File: config.mk
export PLATFORM = sky130hd
export DESIGN_NAME = uart_imem_loader
export DESIGN_NICKNAME = d
export VERILOG_FILES = /design/src/rtl/uart_imem_loader.sv
export SDC_FILE = /design/constraint.sdc
export NUM_CORES = 1
export LEC_CHECK = 0
export ABC_CLOCK_PERIOD_IN_PS = 4500
export CAP_MARGIN = 5
export CORE_MARGIN = 2
export CORE_UTILIZATION = 55
export CTS_CLUSTER_SIZE = 16
export DETAILED_ROUTE_END_ITERATION = 12
export GPL_ROUTABILITY_DRIVEN = 0
export PLACE_DENSITY = 0.79
export SLEW_MARGIN = 20
export SYNTH_ARGS = -nofsm -noshare
export SYNTH_HDL_FRONTEND = slang
export SYNTH_SLANG_ARGS = --single-unit
File: constraint.sdc
create_clock -name clk -period 4.5 [get_ports clk]
set_input_delay 0.9 -clock clk [delete_from_list [all_inputs] [get_ports clk]]
set_output_delay 0.9 -clock clk [all_outputs]
set_load 0.05 [all_outputs]
File: src/rtl/uart_imem_loader.sv
`default_nettype none
// ============================================================================
//  Module   : uart_imem_loader
//  Purpose  : Boot-time loader. Assembles UART bytes (LSB first) into 32-bit
//             instruction words and writes them to consecutive instruction
//             memory addresses while holding the CPU core in reset. Loading
//             ends on the terminator word 32'hFFFFFFFF or when memory fills;
//             the core is then released.
//  Ports    : clk, rst        - clock (rising edge), async active-high reset
//             rx_valid/rx_data- one-cycle strobe with received byte
//             rx_break        - UART BREAK level, restarts the load
//             imem_we/addr/wdata - one-cycle instruction memory write
//             cpu_rst         - core reset, high until loading completes
//             write_done      - sticky load-complete flag
//             word_count      - words written so far (0..MAX_WORDS)
//             overflow        - sticky, load stopped because memory filled
//             sync_err        - sticky, a partial word was dropped by timeout
//  Revision : 1.0 - initial release
// ============================================================================
module uart_imem_loader #(
    parameter int ADDR_W      = 8,
    parameter int MAX_WORDS   = 256,
    parameter int TIMEOUT_CYC = 104170
) (
    input  logic              clk,
    input  logic              rst,
    input  logic              rx_valid,
    input  logic [7:0]        rx_data,
    input  logic              rx_break,
    output logic              imem_we,
    output logic [ADDR_W-1:0] imem_addr,
    output logic [31:0]       imem_wdata,
    output logic              cpu_rst,
    output logic              write_done,
    output logic [ADDR_W:0]   word_count,
    output logic              overflow,
    output logic              sync_err
);

    localparam logic [1:0] c_ST_COLLECT = 2'd0;
    localparam logic [1:0] c_ST_WRITE   = 2'd1;
    localparam logic [1:0] c_ST_DONE    = 2'd2;

    localparam int                 c_TMO_W      = (TIMEOUT_CYC > 1) ? $clog2(TIMEOUT_CYC) : 1;
    localparam logic [c_TMO_W-1:0] c_TMO_LAST   = c_TMO_W'(TIMEOUT_CYC - 1);
    localparam logic [ADDR_W-1:0]  c_ADDR_LAST  = ADDR_W'(MAX_WORDS - 1);
    localparam logic [31:0]        c_TERMINATOR = 32'hFFFF_FFFF;

    logic [1:0]         r_state;
    logic [1:0]         w_state_nxt;

    logic [1:0]         r_byte_idx,   w_byte_idx_nxt;
    logic [31:0]        r_word,       w_word_nxt;
    logic [31:0]        w_word_ins;
    logic [ADDR_W-1:0]  r_addr,       w_addr_nxt;
    logic [c_TMO_W-1:0] r_tmo,        w_tmo_nxt;

    logic               r_imem_we,    w_imem_we_nxt;
    logic [ADDR_W-1:0]  r_imem_addr,  w_imem_addr_nxt;
    logic [31:0]        r_imem_wdata, w_imem_wdata_nxt;
    logic               r_cpu_rst,    w_cpu_rst_nxt;
    logic               r_done,       w_done_nxt;
    logic [ADDR_W:0]    r_count,      w_count_nxt;
    logic               r_overflow,   w_overflow_nxt;
    logic               r_sync_err,   w_sync_err_nxt;

    // Current word with the incoming byte dropped into its lane; the write
    // strobe is registered on the 4th byte, so the terminator test must see
    // the complete word including the byte arriving this cycle.
    always_comb begin
        w_word_ins = r_word;
        case (r_byte_idx)
            2'd0: w_word_ins[7:0]   = rx_data;
            2'd1: w_word_ins[15:8]  = rx_data;
            2'd2: w_word_ins[23:16] = rx_data;
            2'd3: w_word_ins[31:24] = rx_data;
        endcase
    end

    // ------------------------------------------------------------------
    // State register
    // ------------------------------------------------------------------
    always_ff @(posedge clk or posedge rst) begin
        if (rst) begin
            r_state <= c_ST_COLLECT;
        end else begin
            r_state <= w_state_nxt;
        end
    end

    // ------------------------------------------------------------------
    // Next-state logic
    // ------------------------------------------------------------------
    always_comb begin
        w_state_nxt = r_state;
        case (r_state)
            c_ST_COLLECT: begin
                if (!rx_break && rx_valid && (r_byte_idx == 2'd3)) begin
                    w_state_nxt = c_ST_WRITE;
                end
            end
            c_ST_WRITE: begin
                if (rx_break) begin
                    w_state_nxt = c_ST_COLLECT;
                end else if ((r_word == c_TERMINATOR) || (r_addr == c_ADDR_LAST)) begin
                    w_state_nxt = c_ST_DONE;
                end else begin
                    w_state_nxt = c_ST_COLLECT;
                end
            end
            c_ST_DONE: begin
                w_state_nxt = c_ST_DONE;
            end
            default: begin
                w_state_nxt = c_ST_COLLECT;
            end
        endcase
    end

    // ------------------------------------------------------------------
    // Output / datapath next values (all outputs are registered below)
    // ------------------------------------------------------------------
    always_comb begin
        w_byte_idx_nxt   = r_byte_idx;
        w_word_nxt       = r_word;
        w_addr_nxt       = r_addr;
        w_tmo_nxt        = r_tmo;
        w_imem_we_nxt    = 1'b0;
        w_imem_addr_nxt  = r_imem_addr;
        w_imem_wdata_nxt = r_imem_wdata;
        w_cpu_rst_nxt    = r_cpu_rst;
        w_done_nxt       = r_done;
        w_count_nxt      = r_count;
        w_overflow_nxt   = r_overflow;
        w_sync_err_nxt   = r_sync_err;

        case (r_state)
            c_ST_COLLECT: begin
                if (rx_break) begin
                    // Break wins over a coincident byte; sticky flags survive.
                    w_byte_idx_nxt = 2'd0;
                    w_addr_nxt     = '0;
                    w_count_nxt    = '0;
                    w_tmo_nxt      = '0;
                end else if (rx_valid) begin
                    w_word_nxt     = w_word_ins;
                    w_byte_idx_nxt = r_byte_idx + 2'd1;
                    w_tmo_nxt      = '0;
                    if (r_byte_idx == 2'd3) begin
                        w_imem_we_nxt    = (w_word_ins != c_TERMINATOR);
                        w_imem_addr_nxt  = r_addr;
                        w_imem_wdata_nxt = w_word_ins;
                    end
                end else if (r_byte_idx != 2'd0) begin
                    if (r_tmo == c_TMO_LAST) begin
                        w_byte_idx_nxt = 2'd0;
                        w_tmo_nxt      = '0;
                        w_sync_err_nxt = 1'b1;
                    end else begin
                        w_tmo_nxt = r_tmo + 1'b1;
                    end
                end
            end
            c_ST_WRITE: begin
                if (rx_break) begin
                    w_byte_idx_nxt = 2'd0;
                    w_addr_nxt     = '0;
                    w_count_nxt    = '0;
                    w_tmo_nxt      = '0;
                end else if (r_word == c_TERMINATOR) begin
                    w_done_nxt    = 1'b1;
                    w_cpu_rst_nxt = 1'b0;
                end else begin
                    w_count_nxt = r_count + 1'b1;
                    if (r_addr == c_ADDR_LAST) begin
                        // Address is held at the last slot so it never wraps.
                        w_overflow_nxt = 1'b1;
                        w_done_nxt     = 1'b1;
                        w_cpu_rst_nxt  = 1'b0;
                    end else begin
                        w_addr_nxt = r_addr + 1'b1;
                    end
                end
            end
            default: begin
                // DONE: everything frozen until reset.
            end
        endcase
    end

    // ------------------------------------------------------------------
    // Datapath and output registers
    // ------------------------------------------------------------------
    always_ff @(posedge clk or posedge rst) begin
        if (rst) begin
            r_byte_idx   <= 2'd0;
            r_word       <= '0;
            r_addr       <= '0;
            r_tmo        <= '0;
            r_imem_we    <= 1'b0;
            r_imem_addr  <= '0;
            r_imem_wdata <= '0;
            r_cpu_rst    <= 1'b1;
            r_done       <= 1'b0;
            r_count      <= '0;
            r_overflow   <= 1'b0;
            r_sync_err   <= 1'b0;
        end else begin
            r_byte_idx   <= w_byte_idx_nxt;
            r_word       <= w_word_nxt;
            r_addr       <= w_addr_nxt;
            r_tmo        <= w_tmo_nxt;
            r_imem_we    <= w_imem_we_nxt;
            r_imem_addr  <= w_imem_addr_nxt;
            r_imem_wdata <= w_imem_wdata_nxt;
            r_cpu_rst    <= w_cpu_rst_nxt;
            r_done       <= w_done_nxt;
            r_count      <= w_count_nxt;
            r_overflow   <= w_overflow_nxt;
            r_sync_err   <= w_sync_err_nxt;
        end
    end

    assign imem_we    = r_imem_we;
    assign imem_addr  = r_imem_addr;
    assign imem_wdata = r_imem_wdata;
    assign cpu_rst    = r_cpu_rst;
    assign write_done = r_done;
    assign word_count = r_count;
    assign overflow   = r_overflow;
    assign sync_err   = r_sync_err;

endmodule
`default_nettype wire

==> run_results.csv, run 1 <==
group,metric,value,unit
outcome,outcome,"finished clean",
synthesis,synthFlopType,"dfrtp_1",
drt,first_iter_violations,252,
global_routing,antenna_found_initial,0,
power,switchingPower,880,uW
placed_design,port_buffers,65,
worst_setup_path,end_kind,"flip-flop",
clock_tree,cts_setup_buffers,0,
power,combinationalPowerShare,15.7,%
synthesis,async_flop_share,100,%
cells_and_area,stdcell_count,736,
global_routing,grt.total_usage,24.8,%
cells_and_area,syn_to_final_growth,23.0,%
clock_tree,cts_inserted_buffers,17,
global_routing,grt_pass1_vias,4367,
cells_and_area,drive_gt1_share,14.1,%
synthesis,avgSynthCellArea,10.5,um2
global_routing,grt_max_degree,59,
clock_tree,htreeDepth,4,
die,row_count,36,
power,clkPwrFrac,42.6,%
worst_setup_path,cp_num_buf_inv,2,
drt,viasPerCell,5.84,
synthesis,yosys-top-cells-count,"dfrtp_1 (114), nand2_1 (100), o21ai_0 (36), mux2_2 (32), mux2i_1 (26)",
synthesis,synth_top_area_share,51.5,%
worst_setup_path,required,4.89,ns
synthesis,ys_warn_count,0,
power,p_seq_share,41.7,%
timing,post-route-period-util,65.1,%
synthesis,synth_area,5540,um2
worst_setup_path,path_cells,"clkdlybuf4s50_1 -> nor2_1 -> and3_1 -> nand2_2 -> buf_4 -> nand2_1 -> o21ai_0",
drt,final_antenna_net_count,0,
drt,drc,0,
worst_setup_path,slowest_delay,0.63,ns
clock_tree,clock-root-buffer,"clkbuf_8",
drt,wl_per_cell,17.7,um
clock_tree,path_clk_slew,0.06,ns
worst_setup_path,start_kind,"input pin",
synthesis,yosysMostFrequentCell,"dfrtp_1",
clock_tree,cts_resized,0,
clock_tree,cts_hold_buf,0,
worst_setup_path,crit_fanout,44,
global_routing,grt_pass1_wl,21.6,mm
cells_and_area,layout.nets,614,
timing,rsz0062_at_grt,"no",
cells_and_area,diodes,0,
timing,slew_violations,0,
worst_setup_path,slowest_stage,"clkdlybuf4s50_1",
synthesis,ys_types,64,
synthesis,netlist_instances,528,
die,dieHeight,104,um
power,power.internal,2080,uW
clock_tree,clk_path_buf_depth,2,
die,start_util,56.7,%
clock_tree,cts_tree,"built",
synthesis,synth_edf_count,0,
worst_setup_path,arrival,3.32,ns
placed_design,hpwl,8.30,mm
timing,skew,0.0145,ns
drt,vias,4301,
global_routing,overflow,0,
drt,routed_wl,13.0,mm
timing,setup_tns,0,ns
synthesis,syn_nets,552,
die,die_w,104,um
clock_tree,clock_latency,0.52,ns
die,io-pin-count,66,
clock_tree,cts.sinks,115,
worst_setup_path,crit_family,"simple AND/OR/NAND/NOR gates",
timing,fmax,341,MHz
synthesis,ys_seq_elements,115,
job,maxCapViolations,0,
timing,slew_headroom,43.3,%
timing,worst_pin_slew,0.851,ns
synthesis,synthTopCellsByArea,"dfrtp_1 (51%), nand2_1 (6.8%), mux2_2 (6.5%)",
power,p_leak,0.00296,uW
timing,setup_viol,0,
timing,fin_crit,2.93,ns
timing,finalHoldViolCount,0,
power,powerDensity,434,nW/um2
placed_design,dp.cells,704,
hold_path,hp-class,"flip-flop to flip-flop",
power,ir_drop,0.311,mV
drt,dr.pass1.iters,5,
worst_setup_path,critical_path_class,"input pin to flip-flop",
die,coreArea,9770,um2
synthesis,ys_seq_area_share,52.0,%
synthesis,synth_top_cell_by_area,"dfrtp_1",
power,swShare,29.8,%
die,die-area,10900,um2
## state kept, by name, summed over array words and instances, names as in the netlist
register    count
imem_wdata     32
r_word         32
r_tmo          17
word_count      9
imem_addr       8
r_addr          8
r_byte_idx      2
r_state         2
cpu_rst         1
imem_we         1
overflow        1
sync_err        1
write_done      1
## cell families after synthesis
logic type	count (synthesis)	share of synthesized area, %
simple gates	218	19.9
flops	115	52.0
compound gates	79	9.06
mux	58	11.2
buf+inv	33	3.07
xor+xnor	13	2.06
fa+ha+maj	12	2.71
## final cells by class
class,instances,area (um2)
multi-input cells,380,2490
flip-flops and latches,115,2880
clock inverters,14,130
fillers,754,2960
inverters,8,32.5
clock buffers,18,428
well taps,133,166
repair buffers,68,686
## placed cells by master (no fill, tap or decap), drive strengths merged, types with 5 or more instances in the layout
cell and count:
o22ai 5, o21ai 37, or4 6, mux2i 26, clkdlybuf4s50 65, inv 10, mux2 32, and3 9
ha 12, a31oi 5, nand2 101, dfrtp 114, nor2b 6, clkbuf 18, clkinvlp 5, o31ai 6
o311ai 5, nor2 26, clkinv 6, xnor2 13, nor4 11, nand3 20, a21oi 5, nand2b 5
nand4 10
## metal layers
| metal | global-route usage, % | vias up | part of all wire, % |
|---|---|---|---|
| li1 | - | 2005 | - |
| met1 | 32.5 | 2120 | 43 |
| met2 | 40.3 | 142 | 50 |
| met3 | 5.26 | 34 | 4.9 |
| met4 | 10.2 | 0 | 2.6 |
| met5 | 0 | - | 0 |
## power by group through the flow
stage	Sequential [uW]	Combinational [uW]	Clock, uW
floorplan	1360	193	0
global placement	1240	453	0
detailed placement	1240	464	0
CTS	1230	469	1270
global route	1250	499	1320
finish	1230	465	1260
## worst paths after layout
check,from,to,slack [ns],cells after the start
max reg2reg,r_byte_idx[0],r_tmo[9],1.78,8
min reg2reg,sync_err,sync_err,0.47,1
min in group asynchronous,rst,imem_wdata[19],0.86,2
max,rx_break,imem_wdata[4],1.57,7
min,sync_err,sync_err,0.47,1
max in group asynchronous,rst,r_tmo[9],2.89,3
## through the flow
| stage | cell area [um2] | hold slack [ns] | total power [uW] | setup slack, ns | util (%) |
|---|---|---|---|---|---|
| floorplan | 5540 | 0.446 | 1550 | 0.558 | - |
| global placement | 6250 | 0.444 | 1690 | 1.20 | 64.0 |
| detailed placement | 6250 | 0.449 | 1710 | 1.06 | 64.0 |
| CTS | 6810 | 0.465 | 2970 | 1.60 | 69.7 |
| global route | 6810 | 0.483 | 3060 | 1.35 | 69.7 |
| finish | 6810 | 0.467 | 2960 | 1.57 | 69.7 |
(Power assumes the default switching activity.)
==> run 2: changes to the inputs <==
ABC_CLOCK_PERIOD_IN_PS = 2900   (was 4500)
clock period = 2.9 ns   (was 4.5 ns; I/O delays follow)
==> run_results.csv, run 2 (synthesis results as in run 1) <==
group,metric,value,unit
clock_tree,cts_hold_buf,0,
drt,drc,0,
clock_tree,clock_latency,0.52,ns
die,die-area,10900,um2
die,dieHeight,104,um
cells_and_area,layout_common_cells,"dfrtp_1 (114), nand2_1 (100), clkdlybuf4s50_1 (65)",
worst_setup_path,cp_num_buf_inv,1,
die,coreArea,9770,um2
cells_and_area,drive_gt1_share,15.9,%
timing,setup_tns,0,ns
clock_tree,cts_inserted_buffers,17,
drt,routed_wl,12.9,mm
worst_setup_path,slowest_delay,0.80,ns
drt,final_antenna_net_count,0,
power,p_seq_share,39.4,%
cells_and_area,diodes,0,
worst_setup_path,required,2.32,ns
power,power.internal,3530,uW
cells_and_area,fillCellCount,690,
timing,slew_violations,0,
global_routing,grt_pass1_wl,21.9,mm
power,combinationalPowerShare,15.2,%
outcome,outcome,"finished clean",
drt,dr.pass1.iters,5,
timing,finalHoldViolCount,0,
timing,slew_headroom,60.8,%
power,p_leak,0.00305,uW
worst_setup_path,crit_fanout,2,
clock_tree,clk_path_buf_depth,2,
worst_setup_path,crit_family,"buffers and inverters",
worst_setup_path,path_cells,"clkdlybuf4s50_1",
cells_and_area,multi_input_area,2490,um2
global_routing,grt_pass1_vias,4408,
clock_tree,cts_resized,0,
die,row_count,36,
global_routing,overflow,0,
die,start_util,56.7,%
drt,viasPerCell,5.82,
drt,wl_per_cell,17.2,um
timing,skew,0.00443,ns
hold_path,hp-class,"input pin to async pin",
global_routing,antenna_found_initial,0,
worst_setup_path,critical_path_class,"flip-flop to primary output",
cells_and_area,ff_latch_area,2880,um2
timing,rsz0062_at_grt,"no",
drt,vias,4356,
die,io-pin-count,66,
job,maxCapViolations,0,
power,ir_drop,0.448,mV
placed_design,hpwl,8.55,mm
die,die_w,104,um
worst_setup_path,slowest_stage,"clkdlybuf4s50_1",
worst_setup_path,arrival,1.84,ns
cells_and_area,syn_to_final_growth,26.4,%
cells_and_area,final_cell_area,7000,um2
timing,fin_crit,2.42,ns
timing,post-route-period-util,83.6,%
worst_setup_path,start_kind,"flip-flop",
worst_setup_path,end_kind,"primary output",
clock_tree,clock-root-buffer,"clkbuf_8",
cells_and_area,stdcell_count,749,
power,switchingPower,1330,uW
timing,fmax,412,MHz
clock_tree,cts_setup_buffers,0,
global_routing,grt_max_degree,52,
power,clkPwrFrac,45.4,%
placed_design,port_buffers,65,
drt,first_iter_violations,210,
clock_tree,cts_tree,"built",
placed_design,placed_area,6370,um2
global_routing,grt.total_usage,25.2,%
clock_tree,path_clk_slew,0.06,ns
placed_design,dp.cells,717,
clock_tree,cts.sinks,115,
power,powerDensity,695,nW/um2
clock_tree,htreeDepth,4,
cells_and_area,layout.nets,627,
timing,worst_pin_slew,0.588,ns
power,swShare,27.4,%
timing,setup_viol,0,
cells_and_area,final_common_cell,"dfrtp_1",
==> run 2: final cells by class <==
| cell class | count | share of cell area (%) |
|---|---|---|
| Timing Repair Buffer | 81 | 11.4 |
| Clock inverter | 12 | 2.56 |
| Multi-Input combinational cell | 380 | 35.6 |
| Tap cell | 133 | 2.38 |
| Clock buffer | 20 | 6.51 |
| Inverter | 8 | 0.483 |
| Sequential cell | 115 | 41.1 |
==> run 2: path summary, 6_finish.rpt <==
kind / start / slack (ns) / depth (start not counted) / endpoint
min in group clk: sync_err / 0.47 / 1 / sync_err
max: cpu_rst / 0.48 / 1 / cpu_rst
min reg2reg: sync_err / 0.47 / 1 / sync_err
max in group asynchronous: rst / 1.86 / 3 / word_count[5]
min: rst / 0.43 / 2 / imem_addr[0]
max reg2reg: r_byte_idx[1] / 0.82 / 8 / r_byte_idx[0]
==> run 2: per-stage QoR <==
stage	total power (uW)	worst slack [ns]	hold WS (ns)	util (%)
global placement	2640	0.474	0.441	65.1
finish	4870	0.475	0.430	71.6
detailed placement	2670	0.430	0.457	65.1
CTS	4890	0.449	0.424	71.6
global route	5030	0.427	0.484	71.6
floorplan	2410	0.921	0.446	-
==> run 2: power groups by stage <==
stage / Clock (uW) / Combinational (uW) / Sequential [uW]
after detailed placement: 0 / 736 / 1930
after CTS: 2230 / 745 / 1910
final: 2210 / 739 / 1920
after floorplan: 0 / 300 / 2110
after global routing: 2300 / 801 / 1940
after global placement: 0 / 719 / 1920
==> run 2: worst reg2reg max path: cells and delay by family (launching register included) <==
family / cells / cell delay, ns
flops: 1 / 0.44
buf+inv: 2 / 0.38
simple gates: 2 / 0.34
fa+ha+maj: 1 / 0.35
compound gates: 3 / 0.46
==> run 2: layer usage <==
layer | wire length [um] | share of wire (%) | global-route usage (%) | vias up
met1 | 5620 | 44 | 32.5 | 2156
met2 | 6260 | 49 | 40.6 | 145
li1 | - | - | - | 2030
met3 | 731 | 5.7 | 6.95 | 25
met4 | 289 | 2.2 | 9.27 | 0
met5 | 0 | 0 | 0 | -
